`src/rtl/dnn_pool_pkg.sv`:
```
// Shared definitions for the pooling stages: window state encoding and
// counter sizing helpers evaluated at elaboration time.
package dnn_pool_pkg;

    typedef enum logic [0:0] {
        IDLE  = 1'b0,
        ACCUM = 1'b1
    } pool_state_e;

    function automatic int clog2(input int value);
        int res;
        res = 0;
        for (int i = 0; i < 31; i++) begin
            if ((32'sd1 << i) < value) begin
                res = i + 1;
            end
        end
        return res;
    endfunction

    // One extra bit so a count equal to POOL_SIZE is representable.
    function automatic int pool_cnt_w(input int pool_size);
        return clog2(pool_size) + 1;
    endfunction

endpackage

```
`src/rtl/pool_max2.sv`:
```
// Combinational signed two-input maximum; on a tie the held operand wins.
module pool_max2 #(
    parameter int W = 16
) (
    input  logic signed [W-1:0] held,
    input  logic signed [W-1:0] cand,
    output logic signed [W-1:0] max_out
);

    assign max_out = (cand > held) ? cand : held;

endmodule

```
`src/rtl/max_pool_stream.sv`:
```
// 1-D streaming max-pool with valid/ready on both sides and registered output.
// Optional averaging mode is compiled in with `define MAX_POOL_AVG_EN.
module max_pool_stream
    import dnn_pool_pkg::*;
#(
    parameter int OP_WIDTH  = 16,
    parameter int POOL_SIZE = 4
) (
    input  logic                       clk,
    input  logic                       reset,
    input  logic                       enable,
`ifdef MAX_POOL_AVG_EN
    input  logic                       avg_mode,
`endif
    input  logic                       in_valid,
    output logic                       in_ready,
    input  logic signed [OP_WIDTH-1:0] in_data,
    input  logic                       in_last,
    output logic                       out_valid,
    input  logic                       out_ready,
    output logic signed [OP_WIDTH-1:0] out_data,
    output logic                       out_last
);

    localparam int CNT_W = pool_cnt_w(POOL_SIZE);
    localparam logic [CNT_W-1:0] FULL_LEN = CNT_W'(POOL_SIZE);
    localparam logic [CNT_W-1:0] ONE_LEN  = CNT_W'(1);

    pool_state_e                state_r;
    logic [CNT_W-1:0]           count_r;
    logic signed [OP_WIDTH-1:0] max_r;
    logic                       pool_en_r;
    logic                       out_valid_r;
    logic signed [OP_WIDTH-1:0] out_data_r;
    logic                       out_last_r;

    logic                       start_s;
    logic                       accept_s;
    logic                       close_s;
    logic [CNT_W-1:0]           cnt_next_s;
    logic [CNT_W-1:0]           win_len_s;
    logic signed [OP_WIDTH-1:0] max_cmp_s;
    logic signed [OP_WIDTH-1:0] max_next_s;
    logic signed [OP_WIDTH-1:0] result_s;

`ifdef MAX_POOL_AVG_EN
    localparam int SHIFT = clog2(POOL_SIZE);
    localparam int SUM_W = OP_WIDTH + SHIFT;

    logic                    avg_mode_r;
    logic signed [SUM_W-1:0] sum_r;
    logic signed [SUM_W-1:0] sum_next_s;
    logic signed [SUM_W-1:0] avg_shift_s;
    logic                    avg_now_s;
`endif

    assign in_ready  = !out_valid_r | out_ready;
    assign out_valid = out_valid_r;
    assign out_data  = out_data_r;
    assign out_last  = out_last_r;

    pool_max2 #(.W(OP_WIDTH)) u_max2 (
        .held    (max_r),
        .cand    (in_data),
        .max_out (max_cmp_s)
    );

    // Next-window arithmetic for the sample currently offered upstream.
    always_comb begin
        start_s    = (state_r == IDLE);
        accept_s   = in_valid & in_ready;
        cnt_next_s = ONE_LEN;
        win_len_s  = ONE_LEN;
        max_next_s = in_data;
        if (start_s) begin
            cnt_next_s = ONE_LEN;
            win_len_s  = enable ? FULL_LEN : ONE_LEN;
            max_next_s = in_data;
        end else begin
            cnt_next_s = count_r + ONE_LEN;
            win_len_s  = pool_en_r ? FULL_LEN : ONE_LEN;
            max_next_s = max_cmp_s;
        end
        close_s  = accept_s & ((cnt_next_s == win_len_s) | in_last);
        result_s = max_next_s;
`ifdef MAX_POOL_AVG_EN
        // Averaging only applies when pooling is on; pass-through stays exact.
        if (start_s) begin
            sum_next_s = SUM_W'(in_data);
            avg_now_s  = enable & avg_mode;
        end else begin
            sum_next_s = sum_r + SUM_W'(in_data);
            avg_now_s  = pool_en_r & avg_mode_r;
        end
        avg_shift_s = sum_next_s >>> SHIFT;
        if (avg_now_s) begin
            result_s = avg_shift_s[OP_WIDTH-1:0];
        end else begin
            result_s = max_next_s;
        end
`endif
    end

    // Window state: mode latch, sample count and running max.
    always_ff @(posedge clk or negedge reset) begin
        if (!reset) begin
            state_r   <= IDLE;
            count_r   <= '0;
            max_r     <= '0;
            pool_en_r <= 1'b0;
`ifdef MAX_POOL_AVG_EN
            avg_mode_r <= 1'b0;
            sum_r      <= '0;
`endif
        end else if (accept_s) begin
            if (start_s) begin
                pool_en_r <= enable;
`ifdef MAX_POOL_AVG_EN
                avg_mode_r <= avg_mode;
`endif
            end
            max_r <= max_next_s;
`ifdef MAX_POOL_AVG_EN
            sum_r <= sum_next_s;
`endif
            if (close_s) begin
                state_r <= IDLE;
                count_r <= '0;
            end else begin
                state_r <= ACCUM;
                count_r <= cnt_next_s;
            end
        end
    end

    // Output register: reload on window close, otherwise drain on handshake.
    always_ff @(posedge clk or negedge reset) begin
        if (!reset) begin
            out_valid_r <= 1'b0;
            out_data_r  <= '0;
            out_last_r  <= 1'b0;
        end else if (close_s) begin
            out_valid_r <= 1'b1;
            out_data_r  <= result_s;
            out_last_r  <= in_last;
        end else if (out_valid_r && out_ready) begin
            out_valid_r <= 1'b0;
        end
    end

endmodule

```
`config.mk`:
```
export PLATFORM = sky130hd
export DESIGN_NAME = max_pool_stream
export DESIGN_NICKNAME = d
export VERILOG_FILES = /design/src/rtl/dnn_pool_pkg.sv /design/src/rtl/pool_max2.sv /design/src/rtl/max_pool_stream.sv
export SDC_FILE = /design/constraint.sdc
export NUM_CORES = 1
export LEC_CHECK = 0
export BUFFER_PORTS_ARGS = -buffer_cell sky130_fd_sc_hd__buf_2
export CELL_PAD_IN_SITES_DETAIL_PLACEMENT = 0
export CELL_PAD_IN_SITES_GLOBAL_PLACEMENT = 1
export CORE_MARGIN = 2
export CORE_UTILIZATION = 43
export CTS_CLUSTER_SIZE = 28
export DETAILED_ROUTE_END_ITERATION = 8
export PLACE_DENSITY_LB_ADDON = 0.1
export REMOVE_ABC_BUFFERS = 1
export SLEW_MARGIN = 5
export SYNTH_ARGS = -nofsm -noshare
export SYNTH_HDL_FRONTEND = slang
export SYNTH_SLANG_ARGS = --single-unit
```
`constraint.sdc`:
```
create_clock -name clk -period 2.8 [get_ports clk]
set_input_delay 0.14 -clock clk [delete_from_list [all_inputs] [get_ports clk]]
set_output_delay 0.14 -clock clk [all_outputs]
set_load 0.01 [all_outputs]
```
==> metrics.csv, run 1 <==
stage,metric,value,unit
worst_setup_path,CP endpoint kind,register,
sta,relative slew slack,40.4,%
place,Final Wtd Congestion,0.865,
routing,drt total wl,5400,um
sta,fmax,381,MHz
routing,drc violations,0,
synth,Syn Inst Count,224,
floorplan,Die ar.,6000,um2
cells_and_area,Layout fillers,479,
worst_hold_path,HP Class,in2reg,
place,post-DP HPWL,3700,um
cells_and_area,fin cells,340,
clocking,post-CTS setup buffers,0,
floorplan,Die Wd,77.5,um
global_routing,total track usage,19.6,%
synth,ys async rst share,100,%
clocking,TritonCTS clock tree,yes,
pwr,PD cells,836,nW/um2
worst_setup_path,critical path type,reg2reg,
cells_and_area,Final nets,308,
status,status,"complete, no violations",
clocking,Clock Tree Root,clkbuf_8,
pwr,maximum vdd drop,0.354,mV
routing,routed vias,1849,
floorplan,core area,5170,um2
sta,Final Hold Viols,0,
pwr,Pleak,1.28,nW
worst_setup_path,WP buf/inv,2,
synth,#FFs+latches synth,39,
clocking,TritonCTS buffer count,5,
cells_and_area,antenna fix cells,0,
worst_setup_path,CP max FO,10,
routing,Initial DRC Count,50,
worst_setup_path,Critical Path RT,2980,ps
synth,yosys warns,0,
place,Port-buffer cells,40,
worst_setup_path,cell family with most CP delay,simple AND/OR/NAND/NOR gates,
worst_setup_path,critical path arrival,2800,ps
place,Placed Cells,331,
worst_setup_path,Worst path slowest cell,nor4_4,
synth,synthesized cell area,2320,um2
pwr,Power Total,0.00229,W
sta,Layout Skew,6.17,ps
sta,"Period Utilization, post-route",93.6,%
clocking,Clock Latency Late Sink,290,ps
cells_and_area,share of post-route cells with drive strength above 1,30.4,%
run,total of max-cap violations,0,
global_routing,number of global-route vias before repair,1851,
sta,# setup viols final,0,
clocking,Sink Count,39,
routing,Routed Antenna Nets,0,
routing,routed vias/inst,5.44,
floorplan,Die Y-Extent,77.5,um
routing,WL per Instance,15.9,um
global_routing,GRT overflow,0,
synth,Synth cell types,39,
synth,ys flop type,dfrtp_1,
sta,post-layout min period,2620,ps
sta,setup TNS,0,ps
cells_and_area,Final Util,53.0,%
routing,DRT Pass-1 Iters,4,
floorplan,io pins,41,
floorplan,Std-Cell Rows,26,
global_routing,largest net degree at the start of global routing,40,
cells_and_area,"Area growth, synth to finish",18.1,%
global_routing,global-route wire length before repair,9350,um
clocking,CTS Buffer Depth,2,
clocking,Worst-path clk slew,80,ps
synth,"Avg Cell Area, Syn",10.4,um2
worst_setup_path,Setup crit start kind,register,
sta,final number of max-transition violations,0,
sta,RSZ-0062 raised after global routing,false,
sta,Slew @ Worst Pin,894,ps
synth,register area share after synthesis,42.0,%
synth,Post-synth EDFFs,0,
clocking,H-tree depth,2,
floorplan,Initial Utilization,44.9,%
worst_setup_path,"Cell Chain, Critical Path",inv_1 -> ha_1 -> nand4_2 -> nor4_4 -> a211o_2 -> o211ai_4 -> a31oi_4 -> buf_4 -> mux2_2,
global_routing,initial antenna violation count,0,
worst_setup_path,Slowest Stage Delay on Critical Path,390,ps
layout make-up:
| class | instances | area [um2] | share of cell area (%) |
|---|---|---|---|
| inverters | 21 | 78.8 | 2.88 |
| multi-input cells | 151 | 1200 | 43.8 |
| clock buffers | 8 | 100 | 3.65 |
| well taps | 70 | 87.6 | 3.20 |
| repair buffers | 51 | 298 | 10.9 |
| flip-flops and latches | 39 | 976 | 35.6 |
power breakdown:
group	internal [W]	leakage (nW)	total (W)	switching, W
sequential	0.000744	0.452	0.000864	0.000120
combinational	0.000436	0.779	0.00100	0.000568
clock	0.000225	0.0515	0.000424	0.000199
registers in the layout, indices dropped and copies added, names as in the netlist:
register	flops
count_r	3
max_r	16
out_data	16
out_last	1
out_valid	1
pool_en_r	1
state_r	1
final timing paths:
path                       startpoint            to  slack, ps  cells after the start
setup / recovery            max_r[15]      max_r[3]        180                      9
hold / removal                in_last    count_r[1]         60                      2
setup reg to reg            max_r[15]      max_r[3]        180                      9
hold reg to reg            count_r[1]    count_r[1]        490                      2
max in group asynchronous       reset  out_data[14]       1730                      2
min in group asynchronous       reset    count_r[2]        500                      2
synth_stat cells, types with 2 or more instances:
library cell | n | area share [%]
inv_1 | 20 | 3.2
clkbuf_1 | 9 | 1.5
a21o_1 | 2 | 0.65
dfrtp_1 | 39 | 42
ha_1 | 17 | 9.2
nand4_1 | 19 | 5.1
a21oi_1 | 6 | 1.3
a32o_1 | 2 | 0.86
a31oi_1 | 17 | 4.6
o21ai_0 | 2 | 0.43
nand2_1 | 11 | 1.8
mux2_4 | 10 | 6.5
buf_2 | 3 | 0.65
nand2b_1 | 2 | 0.54
o31ai_1 | 16 | 5.2
mux2_2 | 7 | 3.4
nor2_1 | 20 | 3.2
metal layers:
layer  GRT usage (%)  part of all wire, %  vias up
li1                -                    -      918
met1            26.7                   50      891
met2            31.3                   45       31
met3            3.95                  3.0        9
met4            6.61                  1.6        0
met5               0                    0        -
cell families (layout without fill, tap and decap cells):
family,count (synthesis),count (layout),share of synthesized area (%)
multiplexers,19,19,10.8
flip-flops,39,39,42.0
AO/OA/AOI/OAI,54,54,17.5
buffers and inverters,34,80,6.36
AND/OR/NAND/NOR,60,60,13.8
XOR/XNOR,1,1,0.377
adder cells (fa/ha/maj),17,17,9.16
metrics by stage:
step	setup slack, ps	area, um2	hold WS [ps]
global route	24.6	2740	48.6
floorplan	92.1	2250	-156
detailed placement	181	2630	316
finish	179	2740	63.4
global placement	251	2630	311
CTS	174	2740	48.9
cells in the final DEF, fill, tap and decap left out, drive strengths merged:
cell,count
a211o,1
a211oi,1
a21o,2
a21oi,6
a311oi,1
a31oi,18
a32o,2
and2,1
and3,1
buf,50
clkbuf,8
clkinv,1
dfrtp,39
dlygate4sd3,1
ha,17
inv,20
mux2,18
mux2i,1
nand2,11
nand2b,2
nand3,2
nand4,20
nor2,20
nor3,1
nor4,1
o211a,1
o211ai,1
o21ai,2
o21bai,1
o221ai,1
o31ai,16
o41ai,1
or2,1
xnor2,1
what timing repair did:
action | 4_1_cts | 5_1_grt
endpoints found under the hold margin | 31 | 0
hold buffers | 1 | 0
endpoints found under the setup margin | 0 | 0
gates resized for setup | 0 | 0
No activity file was read; power rests on OpenSTA's default activity.
==> run 2: changes to the inputs <==
Settings changed: REMOVE_ABC_BUFFERS 1 to not set.
==> metrics.csv, run 2 (synthesis results as in run 1) <==
stage,metric,value,unit,change
status,status,finished with violations,,
status,violated checks,hold timing,,
worst_hold_path,HP Class,in2async,,
routing,DRT Pass-1 Iters,4,,unchanged
routing,routed vias,1825,,-1.3%
floorplan,Die Y-Extent,77.5,um,unchanged
cells_and_area,"Area growth, synth to finish",16.3,%,
worst_setup_path,Setup crit start kind,register,,
pwr,Pint,0.00135,W,-3.9%
sta,relative slew slack,40.7,%,+0.25 points
worst_setup_path,critical path type,reg2reg,,
global_routing,largest net degree at the start of global routing,40,,unchanged
sta,"Period Utilization, post-route",93.1,%,-0.57 points
clocking,Clock Tree Root,clkbuf_8,,
worst_setup_path,CP endpoint kind,register,,
sta,post-layout min period,2610,ps,-16.0 ps
cells_and_area,Layout fillers,498,,+4.0%
sta,final worst slack,195,ps,+16.0 ps
pwr,Clock Power Share,16.6,%,-1.9 points
clocking,Sink Count,39,,unchanged
place,pre-CTS setup slack,203,ps,+22.8 ps
cells_and_area,antenna fix cells,0,,unchanged
worst_setup_path,critical path arrival,2780,ps,-20 ps
floorplan,Die ar.,6000,um2,unchanged
worst_setup_path,Critical Path RT,2980,ps,about the same
cells_and_area,"most common cell after layout, fill and taps aside",buf_2,,
worst_setup_path,CP max FO,10,,unchanged
clocking,post-CTS setup buffers,0,,unchanged
pwr,Comb pwr share,44.6,%,+0.8 points
pwr,Pleak,1.25,nW,-2.2%
pwr,Switching Share,39.0,%,+0.27 points
sta,Hold Worst Slack,-25.6,ps,-89.1 ps
sta,# setup viols final,0,,unchanged
clocking,CTS Buffer Depth,2,,unchanged
floorplan,io pins,41,,unchanged
sta,Slew @ Worst Pin,890,ps,-3.74 ps
pwr,Seq pwr share,38.8,%,+1.1 points
sta,Final Hold Viols,39,,+39
routing,Initial DRC Count,65,,+30%
floorplan,core area,5170,um2,unchanged
sta,fmax,384,MHz,+0.61%
routing,drt total wl,5100,um,-5.6%
sta,setup TNS,0,ps,unchanged
pwr,maximum vdd drop,0.304,mV,-14%
place,post-DP HPWL,3630,um,-1.8%
routing,drc violations,0,,unchanged
sta,RSZ-0062 raised after global routing,false,,
synth,Syn Nets,263,,
worst_setup_path,reg2reg start,max_r[15],,
place,Port-buffer cells,40,,unchanged
clocking,Worst-path clk slew,70,ps,about the same
routing,routed vias/inst,5.38,,-1.0%
floorplan,Std-Cell Rows,26,,unchanged
clocking,H-tree depth,2,,unchanged
cells_and_area,share of post-route cells with drive strength above 1,30.9,%,+0.48 points
floorplan,Die Wd,77.5,um,unchanged
run,total of max-cap violations,0,,unchanged
pwr,PD cells,819,nW/um2,-2.1%
clocking,Post-CTS Hold Buffers,0,,-1
global_routing,GRT overflow,0,,unchanged
floorplan,Initial Utilization,44.9,%,unchanged
global_routing,initial antenna violation count,0,,unchanged
global_routing,number of global-route vias before repair,1804,,-2.5%
global_routing,total track usage,19.0,%,-0.65 points
clocking,TritonCTS buffer count,5,,unchanged
cells_and_area,Final nets,307,,-0.32%
worst_setup_path,RR Endpoint,max_r[4],,
worst_setup_path,R2R setup slack,190,ps,+20 ps
cells_and_area,"commonest non-fill, non-tap cells in the layout","40 x buf_2, 39 x dfrtp_1, 20 x inv_1",,
sta,final number of max-transition violations,0,,unchanged
clocking,TritonCTS clock tree,yes,,
clocking,Clock Latency Late Sink,290,ps,about the same
global_routing,global-route wire length before repair,9110,um,-2.5%
place,Final Wtd Congestion,0.836,,-3.4%
routing,Routed Antenna Nets,0,,unchanged
pwr,Sw Pwr,0.000861,W,-2.8%
worst_setup_path,worst reg2reg path depth,9,,unchanged
sta,Layout Skew,4.47,ps,-1.70 ps
routing,WL per Instance,15.0,um,-5.3%
## run 2: worst max-delay path, stage by stage (launching register included)
cell	delay [ps]
dfrtp_1	370
inv_1	50
ha_1	380
nand4_2	210
nor4_4	380
a211o_2	220
o211ai_4	100
a31oi_4	190
buf_4	250
mux2_2	350
## run 2: metrics by stage
stage | util [%] | hold WS [ps] | instance area, um2 | instances | total power (W)
2_1_floorplan | - | -156 | 2320 | 224 | 0.00155
3_3_place_gp | 50.6 | 321 | 2620 | 331 | 0.00185
3_5_place_dp | 50.6 | 324 | 2620 | 331 | 0.00187
4_1_cts | 52.2 | 5.48 | 2700 | 339 | 0.00225
5_1_grt | 52.2 | 51.0 | 2700 | 339 | 0.00240
6_report | 52.2 | -25.6 | 2700 | 339 | 0.00221
## run 2: worst max-delay path by stage
stage               from         to  slack [ps]
2_1_floorplan  max_r[15]  max_r[10]         320
3_3_place_gp   max_r[15]   max_r[4]         260
3_5_place_dp   max_r[15]   max_r[4]         200
4_1_cts        max_r[15]   max_r[4]         180
5_1_grt        max_r[15]   max_r[4]           8
6_report       max_r[15]   max_r[4]         190
## run 2: power groups by stage
stage	sequential [W]	clock [W]	combinational [W]
3_3_place_gp	0.000865	0	0.000990
5_1_grt	0.000886	0.000404	0.00111
3_5_place_dp	0.000871	0	0.000995
4_1_cts	0.000860	0.000390	0.000999
6_report	0.000859	0.000366	0.000986
2_1_floorplan	0.000895	0	0.000652
## run 2: area by class of cell
| type | instances | area (um2) | share of cell area, % |
|---|---|---|---|
| repair buffers | 50 | 275 | 10.2 |
| clock buffers | 7 | 76.3 | 2.83 |
| inverters | 21 | 78.8 | 2.92 |
| clock inverters | 1 | 5.00 | 0.185 |
| well taps | 70 | 87.6 | 3.24 |
| flip-flops and latches | 39 | 976 | 36.1 |
| multi-input cells | 151 | 1200 | 44.5 |
## run 2: repair_timing
action | in CTS | in global routing
resized for setup | 0 | 2
endpoints found under the setup margin | 0 | 5
hold endpoints to repair | 0 | 0
## run 2: metal layers
layer / share of wire, % / up-vias / track usage, %
met4: 1.2 / 0 / 5.18
met3: 3.6 / 7 / 4.07
li1: - / 923 / -
met5: 0 / - / 0
met1: 50 / 859 / 26.2
met2: 45 / 36 / 30.3
